--- config.mk ---
export PLATFORM = sky130hd
export DESIGN_NAME = fir_mac_seq_flat
export DESIGN_NICKNAME = d
export VERILOG_FILES = /design/src/rtl/fir_mac_seq_if.sv /design/src/rtl/fir_mac_seq.sv /design/src/flat_wrapper.sv
export SDC_FILE = /design/constraint.sdc
export NUM_CORES = 1
export LEC_CHECK = 0
export BUFFER_PORTS_ARGS = -buffer_cell sky130_fd_sc_hd__buf_2
export CORE_ASPECT_RATIO = 2
export CORE_MARGIN = 2
export CORE_UTILIZATION = 45
export DETAILED_ROUTE_END_ITERATION = 8
export SYNTH_ARGS = -nofsm -noshare
export SYNTH_HDL_FRONTEND = slang
export SYNTH_SLANG_ARGS = --single-unit
--- constraint.sdc ---
create_clock -name clk -period 10.93 [get_ports clk]
set_input_delay 1.6395 -clock clk [delete_from_list [all_inputs] [get_ports clk]]
set_output_delay 1.6395 -clock clk [all_outputs]
set_load 0.05 [all_outputs]
--- src/rtl/fir_mac_seq_if.sv ---
// rtl/fir_mac_seq_if.sv - sample handshake, output and coefficient-write bundle for fir_mac_seq
interface fir_mac_seq_if #(
    parameter int DW   = 16,
    parameter int CW   = 16,
    parameter int N    = 8,
    parameter int AW   = $clog2(N),
    parameter int ACCW = DW + CW + $clog2(N)
);
    logic                   in_valid;
    logic                   in_ready;
    logic signed [DW-1:0]   xn;
    logic                   out_valid;
    logic signed [ACCW-1:0] yn;
    logic                   coef_we;
    logic [AW-1:0]          coef_addr;
    logic signed [CW-1:0]   coef_data;

    modport master (
        output in_valid, xn, coef_we, coef_addr, coef_data,
        input  in_ready, out_valid, yn
    );

    modport slave (
        input  in_valid, xn, coef_we, coef_addr, coef_data,
        output in_ready, out_valid, yn
    );
endinterface

--- src/rtl/fir_mac_seq.sv ---
// rtl/fir_mac_seq.sv - time-multiplexed N-tap FIR, one signed MAC per clock, programmable taps
module fir_mac_seq #(
    parameter int DW   = 16,
    parameter int CW   = 16,
    parameter int N    = 8,
    parameter int AW   = $clog2(N),
    parameter int ACCW = DW + CW + $clog2(N)
) (
    input  logic         clk,
    input  logic         reset,
    fir_mac_seq_if.slave bus
);
    localparam int            PW   = DW + CW;
    localparam logic [AW-1:0] LAST = AW'(N - 1);

    typedef enum logic [1:0] {IDLE, MAC, DONE} state_t;

    state_t                 state;
    state_t                 state_n;
    logic signed [DW-1:0]   d [N];
    logic signed [CW-1:0]   b [N];
    logic signed [ACCW-1:0] acc;
    logic signed [ACCW-1:0] sum;
    logic signed [ACCW-1:0] yn_q;
    logic signed [PW-1:0]   prod;
    logic [AW-1:0]          idx;
    logic                   out_valid_q;
    logic                   in_ready_c;
    logic                   accept;
    logic                   coef_hit;

    assign accept   = in_ready_c && bus.in_valid;
    assign coef_hit = bus.coef_we && ({1'b0, bus.coef_addr} < (AW + 1)'(N));
    assign prod     = b[idx] * d[idx];
    assign sum      = acc + {{(ACCW - PW){prod[PW-1]}}, prod};

    always_ff @(posedge clk or posedge reset) begin
        if (reset) begin
            state <= IDLE;
        end else begin
            state <= state_n;
        end
    end

    // DONE is folded into the final MAC edge; it only ever appears as a recovery path.
    always_comb begin
        state_n = state;
        case (state)
            IDLE:    if (bus.in_valid) state_n = MAC;
            MAC:     if (idx == LAST) state_n = IDLE;
            DONE:    state_n = IDLE;
            default: state_n = IDLE;
        endcase
    end

    always_comb begin
        in_ready_c = (state == IDLE);
    end

    always_ff @(posedge clk or posedge reset) begin
        if (reset) begin
            for (int i = 0; i < N; i++) begin
                d[i] <= '0;
                b[i] <= CW'(i + 1);
            end
            acc         <= '0;
            idx         <= '0;
            yn_q        <= '0;
            out_valid_q <= 1'b0;
        end else begin
            out_valid_q <= 1'b0;
            // A tap written on the edge it is read still feeds the old value to the MAC.
            if (coef_hit) begin
                b[bus.coef_addr] <= bus.coef_data;
            end
            if (accept) begin
                d[0] <= bus.xn;
                for (int i = 1; i < N; i++) begin
                    d[i] <= d[i-1];
                end
                acc <= '0;
                idx <= '0;
            end else if (state == MAC) begin
                acc <= sum;
                if (idx == LAST) begin
                    idx         <= '0;
                    yn_q        <= sum;
                    out_valid_q <= 1'b1;
                end else begin
                    idx <= idx + 1'b1;
                end
            end
        end
    end

    assign bus.in_ready  = in_ready_c;
    assign bus.out_valid = out_valid_q;
    assign bus.yn        = yn_q;
endmodule

--- src/flat_wrapper.sv ---
// flat-port wrapper written by rule: the top's interface ports become plain ports
module fir_mac_seq_flat 
#(
    parameter int DW   = 16,
    parameter int CW   = 16,
    parameter int N    = 8,
    parameter int AW   = $clog2(N),
    parameter int ACCW = DW + CW + $clog2(N)
)
  (clk, reset, bus_in_valid, bus_xn, bus_coef_we, bus_coef_addr, bus_coef_data, bus_in_ready, bus_out_valid, bus_yn);
  fir_mac_seq_if #(.DW(DW), .CW(CW), .N(N), .AW(AW), .ACCW(ACCW)) bus_i ();
  input  logic clk;
  input  logic reset;
  input wire logic [$bits(bus_i.in_valid)-1:0] bus_in_valid;
  input wire logic [$bits(bus_i.xn)-1:0] bus_xn;
  input wire logic [$bits(bus_i.coef_we)-1:0] bus_coef_we;
  input wire logic [$bits(bus_i.coef_addr)-1:0] bus_coef_addr;
  input wire logic [$bits(bus_i.coef_data)-1:0] bus_coef_data;
  output wire logic [$bits(bus_i.in_ready)-1:0] bus_in_ready;
  output wire logic [$bits(bus_i.out_valid)-1:0] bus_out_valid;
  output wire logic [$bits(bus_i.yn)-1:0] bus_yn;
  assign bus_i.in_valid = bus_in_valid;
  assign bus_i.xn = bus_xn;
  assign bus_i.coef_we = bus_coef_we;
  assign bus_i.coef_addr = bus_coef_addr;
  assign bus_i.coef_data = bus_coef_data;
  assign bus_in_ready = bus_i.in_ready;
  assign bus_out_valid = bus_i.out_valid;
  assign bus_yn = bus_i.yn;
  fir_mac_seq #(.DW(DW), .CW(CW), .N(N), .AW(AW), .ACCW(ACCW)) u_core (.clk(clk), .reset(reset), .bus(bus_i));
endmodule
Yosys cells after proc, flatten, opt, wreduce, memory -nomap -nowiden
Cells that the tools add are included.
{"block": "totals", "ff_bits": 332, "inputBits": 39, "output_inout_bits": 37, "wordCells": 60}
{"block": "classes", "n_addsub": 2, "multipliers": 1, "magnitude_cmp": 3, "eq_ne": 4, "muxes": 20, "n_bitwise": 3, "reduce_logical": 6}
{"cell": "$bwmux W128", "count": 1}
{"cell": "$bmux W16 S3", "count": 2}
{"cell": "$mux W16", "count": 5}
{"cell": "$mux W35", "count": 2}
{"cell": "$demux W16 S3", "count": 1}
{"cell": "$add A35 B35 Y35", "count": 1}
{"cell": "$mul A16 B16 Y32", "count": 1}
{"cell": "$mux W3", "count": 3}
{"cell": "$ge A4 B4 Y1 const B", "count": 2}
{"cell": "$not A3 Y4", "count": 2}
{"cell": "$lt A4 B1 Y1 const B", "count": 1}
{"cell": "$mux W2", "count": 2}
{"cell": "$pmux W2 S2", "count": 1}
{"cell": "$add A3 B1 Y3 const B", "count": 1}
{"cell": "$eq A3 B3 Y1 const B", "count": 1}
{"cell": "$mux W1", "count": 3}
{"cell": "$reduce_and A3 Y1", "count": 1}
{"cell": "$eq A2 B1 Y1 const B", "count": 1}
{"cell": "$logic_and A1 B1 Y1", "count": 2}
{"cell": "$logic_not A2 Y1", "count": 1}
{"cell": "$ne A2 B1 Y1 const B", "count": 1}
{"cell": "$ne A2 B2 Y1 const B", "count": 1}
{"cell": "$reduce_and A2 Y1", "count": 1}
{"cell": "$reduce_bool A2 Y1", "count": 1}
{"cell": "$not A1 Y1", "count": 1}

Longest topological paths before layout
Gate-level depths: netlist of run 1.
{"block": "logic_depth", "word_depth": 8, "ltp_mapped": 40}

Least setup slack after synthesis of run 1
No wires, ideal clock.
{"block": "synth_timing", "path_type": "register to register", "start": "register u_core.idx[0]", "end": "register u_core.yn_q[34] (netlist: u_core.bus.yn[34])", "setup_ns": 0.125, "arrival_ns": 9.530, "required_time_ns": 10.805, "path_slack_ns": 1.275, "stages_incl_launch_ff": 36, "n_path_buf": 4, "period_less_slack_ns": 9.655, "cell_sequence": "dfrtp_1 -> buf_1 -> buf_1 -> buf_2 -> mux4_2 -> mux2i_1 -> clkbuf_1 -> nor2_1 -> fa_1 -> inv_1 -> fa_1 -> fa_1 -> inv_1 -> fa_1 -> fa_1 -> inv_1 -> fa_1 -> inv_1 -> ha_1 -> nand4_1 -> or3_1 -> nor2_1 -> a222oi_1 -> a2111oi_1 -> nor2_1 -> ha_1 -> nor3_1 -> nor2_1 -> a31o_2 -> a21oi_1 -> o21ai_0 -> or2_2 -> a21bo_2 -> xor3_1 -> xor2_1 -> mux2_2"}
{"block": "synth_between", "elab_chain_cells": 6, "word_cells_on_any_way": 11}
{"element": "from (decl)", "line": "fir_mac_seq.sv:26", "rtl": "logic [AW-1:0] idx;"}
{"element": "from (signal assigned)", "line": "fir_mac_seq.sv:90", "rtl": "idx <= idx + 1'b1;"}
{"element": "$not A3 Y4 (not written as such)", "line": "fir_mac_seq.sv:34", "rtl": "assign prod = b[idx] * d[idx];"}
{"element": "$bmux W16 S3", "line": "fir_mac_seq.sv:34"}
{"element": "$mux W16 (not written as such) (2 in a row)", "line": "fir_mac_seq.sv:34"}
{"element": "$mul A16 B16 Y32", "line": "fir_mac_seq.sv:34"}
{"element": "$add A35 B35 Y35", "line": "fir_mac_seq.sv:35", "rtl": "assign sum = acc + {{(ACCW - PW){prod[PW-1]}}, prod};"}
{"element": "to (signal assigned)", "line": "fir_mac_seq.sv:87", "rtl": "yn_q <= sum;"}
{"element": "to (decl)", "line": "fir_mac_seq.sv:24", "rtl": "logic signed [ACCW-1:0] yn_q;"}
Several ways; a longest one is shown, not always the timed one. The select of a mux whose other input is x is not followed.
A chain may end at the register's enable or synchronous reset.

Worst setup path after layout of run 1
Ends and elaborated chain as after synthesis.

==> flow_summary.toml, run 1 <==
[setup_path]
crit_fanout = 26
worst_path_most_repeated_cell = "fa_1"
crit_path_end_kind = "flip-flop"
crit_slowest_cell = "a2111oi_1"
reg2reg_setup_slack_ps = 810
timing.rr.end = "u_core.bus.yn[34]"
start_kind = "flip-flop"
r2r_start = "u_core.idx[0]"
path_class = "flip-flop to flip-flop"
setup.worst_path.start = "u_core.idx[0]"
endpoint = "u_core.bus.yn[34]"
max_stage_delay_ps = 780
cp_data_required_time_ps = 11410
worstPathArrival_ps = 10600
r2r_cells = 33

[routing]
drc = 0
wl_per_cell_um = 20.4
drtPass1Iterations = 5
viasPerCell = 5.36
ant_nets = 0
drt-total-wl_um = 61900
dr_total_vias = 16300
drt_iter0_drc = 777

[clock_tree]
post-cts-setup-buffers = 0
cts_root_buf = "clkbuf_16"
numCtsBuffers = 30
path_clk_slew_ps = 70
cts_resized = 0
cts.sinks = 331
holdBufCountCts = 0
cts_buffer_depth = 3
cts-htree-levels = 1
clock_latency_ps = 600
cts_tree = "built"

[placed_design]
place_area_sq_um = 26900
numPortBuffers = 75
dp_hpwl_um = 49200
routabilityCongestion = 0.966
preCtsSetupSlack_ps = 758
dpl.cell_count = 2977

[logic_synthesis]
synth-edff-count = 0
synth_top_area_share_pct = 31.4
syn_inst = 2170
synth_most_common_cell = "inv_1"
synthTopCellsByCount = "inv_1 (332), dfrtp_1 (318), mux2_2 (308), fa_1 (263), nor2_1 (165)"
synth-seq-cells = 331
synthesis.area_sq_um = 25300
ys.flop_type = "dfrtp_1"
synth_nets = 2593
yosysWarnings = 0
seq_area_frac_synth_pct = 32.8
synth_top_area_cell = "dfrtp_1"
yosysUniqueCellTypes = 60
async_flop_share_pct = 100
avgSynthCellArea_sq_um = 11.7
yosys-top-cells-area = "dfrtp_1 (31%), fa_1 (21%), mux2_2 (14%)"

[die]
die_y_um = 339
boundaryPins = 76
rows = 123
dieArea_sq_um = 58300
die_w_um = 172
coreArea_sq_um = 56000
start_util_pct = 45.2

[flow_run]
maxCapViolations = 0

[cells_and_area]
nets = 2682
synthToLayoutAreaGrowth_pct = 10.1
fin_area_sq_um = 27900
drive_gt1_share_pct = 25.3
fin_cells = 3032

[global_route]
grt_max_degree = 159
grt_pass1_vias = 18300
grt_antenna_before_repair = 4
grt_pass1_wl_um = 99300
grtUsageTotal_pct = 22.0
grt-ovfl-total = 0

[sta]
period_share_pct = 92.5
max_slew_margin_pct = 30.6
finalClockSkew_ps = 20.7
max_freq_mhz = 98.9
setup_ws_ps = 814
fin_crit_ps = 10120
slew_viol_final = 0
timing_hold_violations_final = 0
rsz0062_at_grt = "no"
setup_viol = 0
setup_tns_ps = 0
worstMarginPinSlew_ps = 1040

[status]
status = "completed"

[worst_hold_path]
hp-start = "u_core.bus.yn[16]"
hp-class = "flip-flop to flip-flop"
layer usage:
layer	wire, um	GRT usage [%]	share of wire (%)
met1	22400	23.7	36
met4	3560	11.3	5.7
met2	34300	42.0	55
met5	27	0	0.044
met3	1610	1.96	2.6
critical path, delay by kind of cell, from the launching register on:
family                   cells  cell delay (ps)
XOR/XNOR                     2              360
multiplexers                 3             1330
flip-flops                   1              590
adder cells (fa/ha/maj)      8             3630
AO/OA/AOI/OAI                6             1710
buffers and inverters        6              740
AND/OR/NAND/NOR              8             1600
state kept, by name, summed over array words and instances, names as in the netlist:
| register | cells |
|---|---|
| u_core.b | 128 |
| u_core.d | 128 |
| u_core.acc | 35 |
| u_core.bus.yn | 35 |
| u_core.idx | 3 |
| u_core.bus.out_valid | 1 |
| u_core.state | 1 |
stage by stage:
| stage | util, % | hold WS, ps |
|---|---|---|
| 2_1_floorplan | - | 455 |
| 3_3_place_gp | 47.9 | 460 |
| 3_5_place_dp | 47.9 | 459 |
| 4_1_cts | 49.8 | 476 |
| 5_1_grt | 49.8 | 487 |
| 6_report | 49.8 | 469 |
cell usage in the layout, fill, tap and decap left out, types with 5 or more instances in the layout:
cell type	synthesis	layout
nand4_1	8	8
xnor2_1	48	48
nor2_1	165	164
mux2_2	308	308
clkbuf_8	0	7
nand2b_1	9	9
mux4_2	64	64
fa_1	263	263
dfrtp_1	318	315
clkbuf_1	62	8
o21ai_0	32	32
buf_4	0	52
nand2_1	161	160
a211oi_1	10	10
a21oi_1	45	45
dfstp_2	13	13
inv_1	332	331
a22o_1	32	32
nor3_1	13	11
nor2b_1	9	9
mux2i_1	26	26
o21a_1	10	10
o31ai_1	6	6
buf_2	1	75
a21o_1	22	22
and3_1	5	5
a31oi_1	5	5
clkbuf_16	0	31
ha_1	121	121
o21bai_1	8	8
xor2_1	15	15
how the worst min path moves through the flow:
stage                             end  slack (ps)  depth (start not counted)
finish              u_core.bus.yn[16]         470                          2
global placement    u_core.bus.yn[16]         460                          2
floorplan              u_core.acc[30]         460                          2
detailed placement   u_core.bus.yn[7]         460                          2
CTS                  u_core.bus.yn[7]         480                          2
global route         u_core.bus.yn[7]         490                          2
logic make-up after synthesis:
kind of cell    count (synthesis)  share of synthesized area (%)
flops                         331                           32.8
mux                           398                           20.4
fa+ha+maj                     384                           26.8
simple gates                  393                           6.49
compound gates                194                           5.25
buf+inv                       406                           6.02
xor+xnor                       64                           2.27
area by class of cell:
class	count	area, sq um
inverters	333	1260
clock buffers	46	902
well taps	750	938
clock inverters	8	128
flip-flops and latches	331	8310
multi-input cells	1433	15500
fillers	5072	28100
repair buffers	130	826
diodes	1	2.50
Power of run 1 is left out: the tool's default activity adds up to more than one toggle a clock period on the data nets, which glitch-free logic cannot reach.
==> run 2: changes to the inputs <==
--- a/config.mk
+++ b/config.mk
@@ -10,6 +10,7 @@
 export CORE_MARGIN = 2
 export CORE_UTILIZATION = 45
 export DETAILED_ROUTE_END_ITERATION = 8
+export PLACE_DENSITY_LB_ADDON = 0.05
 export SYNTH_ARGS = -nofsm -noshare
 export SYNTH_HDL_FRONTEND = slang
 export SYNTH_SLANG_ARGS = --single-unit
==> run 2 against run 1 <==
- non-clock buffer count up 1
- via count fell by 0.20%
- global-route usage grew 0.79 points
- register-to-register slack worse by 100 ps
- utilization up 0.16 points
- first-iteration DRC count is 13% lower
- cell count is 0.16% higher
- critical endpoint is now u_core.acc[32]
- largest cell class unchanged
==> flow_summary.toml, run 2 (synthesis results as in run 1) <==
[global_route]
met2_usage_pct = 42.4
grtUsageTotal_pct = 22.8
grt_pass1_wl_um = 102000
grt_max_degree = 148
grt_antenna_before_repair = 3
use_met3_pct = 2.04
grtUsageMet1_pct = 25.6
busiest_layer = "met2"
grt_pass1_vias = 18100
grt-ovfl-total = 0

[worst_hold_path]
whs_path_depth = 2
hp-class = "flip-flop to flip-flop"

[setup_path]
start_kind = "flip-flop"
setup.worst_path.start = "u_core.idx[0]"
max_stage_delay_ps = 650
reg2reg_setup_slack_ps = 710
worstPathArrival_ps = 10730
cp_num_buf_inv = 6
r2r_start = "u_core.idx[0]"
cp_data_required_time_ps = 11440
worst_path_most_repeated_cell = "fa_1"
crit_fanout = 34
cpLargestDelayFamily = "adder cells"
crit_path_end_kind = "flip-flop"
cp.depth = 34
crit_slowest_cell = "mux2i_2"
r2r_cells = 34
timing.rr.end = "u_core.acc[32]"
path_class = "flip-flop to flip-flop"
endpoint = "u_core.acc[32]"

[die]
boundaryPins = 76
dieArea_sq_um = 58300
die_w_um = 172
rows = 123
start_util_pct = 45.2
coreArea_sq_um = 56000
die_y_um = 339

[routing]
drt-total-wl_um = 63900
drc = 0
drtPass1Iterations = 5
viasPerCell = 5.34
drt_iter0_drc = 676
dr_total_vias = 16200
ant_nets = 0
wl_per_cell_um = 21.1

[sta]
slew_viol_final = 0
max_slew_margin_pct = 23.1
fin_crit_ps = 10220
max_freq_mhz = 97.9
timing_hold_violations_final = 0
rsz0062_at_grt = "no"
setup_viol = 0
period_share_pct = 93.5
finalClockSkew_ps = 19.6
setup_tns_ps = 0
worstMarginPinSlew_ps = 1150

[clock_tree]
cts.sinks = 331
cts_buffer_depth = 3
post-cts-setup-buffers = 0
cts-htree-levels = 1
clock_latency_ps = 620
cts_root_buf = "clkbuf_16"
cts_tree = "built"
numCtsBuffers = 31
path_clk_slew_ps = 70

[cells_and_area]
synthToLayoutAreaGrowth_pct = 10.5
most-common-layout-cells = "inv_1 (331), dfrtp_1 (315), mux2_2 (308)"
nFillCells = 5232
final_common_cell = "inv_1"
nets = 2684
drive_gt1_share_pct = 25.6
reg_top3 = "u_core.b x128, u_core.d x128"

[placed_design]
numPortBuffers = 75
routabilityCongestion = 0.943
dp_hpwl_um = 50500

[status]
status = "completed"

[flow_run]
maxCapViolations = 0
-- run 2: cell types whose count changed in the layout (fill, tap and decap cells not counted) --
| cell | before | now |
|---|---|---|
| clkinv_2 | 1 | 6 |
| bufinv_16 | 3 | 6 |
| clkbuf_1 | 8 | 5 |
| clkbuf_8 | 7 | 5 |
| buf_4 | 52 | 53 |
| clkinv_4 | 1 | 0 |
| diode_2 | 1 | 2 |
| inv_6 | 1 | 2 |
| mux2i_1 | 26 | 25 |
| mux2i_2 | 0 | 1 |
-- run 2: worst min-delay path by stage --
| stage | from | end | slack, ps |
|---|---|---|---|
| 6_report | u_core.bus.yn[7] | u_core.bus.yn[7] | 480 |
| 5_1_grt | u_core.bus.yn[8] | u_core.bus.yn[8] | 510 |
| 4_1_cts | u_core.bus.yn[8] | u_core.bus.yn[8] | 480 |
| 3_5_place_dp | u_core.bus.yn[8] | u_core.bus.yn[8] | 470 |
| 3_3_place_gp | u_core.bus.yn[2] | u_core.bus.yn[2] | 460 |
| 2_1_floorplan | u_core.acc[30] | u_core.acc[30] | 460 |
-- run 2: repair_timing --
action,4_1_cts,5_1_grt
hold buffers,0,0
gates resized for setup,0,1
setup endpoints to repair,0,3
-- run 2: stage by stage --
step / hold WS (ps) / cells / util, % / setup WS (ps) / instance area [sq um]
after global routing: 508 / 3035 / 49.9 / 20.3 / 28000
after CTS: 483 / 3035 / 49.9 / 339 / 28000
after detailed placement: 466 / 2978 / 48.0 / 405 / 26900
final: 477 / 3037 / 49.9 / 711 / 28000
after floorplan: 455 / 2170 / - / 144 / 25300
after global placement: 460 / 2978 / 48.0 / 572 / 26900
-- run 2: area by class of cell --
| class | count | area, sq um | share of cell area, % |
|---|---|---|---|
| antenna | 2 | 5.00 | 0.0179 |
| timing repair buffer | 131 | 833 | 2.98 |
| clock buffer | 41 | 863 | 3.09 |
| sequential | 331 | 8310 | 29.7 |
| clock inverter | 16 | 243 | 0.868 |
| inverter | 333 | 1260 | 4.49 |
| multi-input combinational | 1433 | 15500 | 55.5 |
| tap | 750 | 938 | 3.35 |
-- run 2: tightest hold or removal path: stages (launching register included) --
cell and delay (ps):
dfrtp_1 340, nand2_1 50, nand2_1 60
-- run 2: layer usage --
| metal | share of wire, % | vias to the layer above |
|---|---|---|
| li1 | - | 7356 |
| met1 | 37 | 8426 |
| met2 | 55 | 302 |
| met3 | 2.8 | 140 |
| met4 | 5.4 | 2 |
| met5 | 0.020 | - |
Power of run 2 is left out for the same reason.
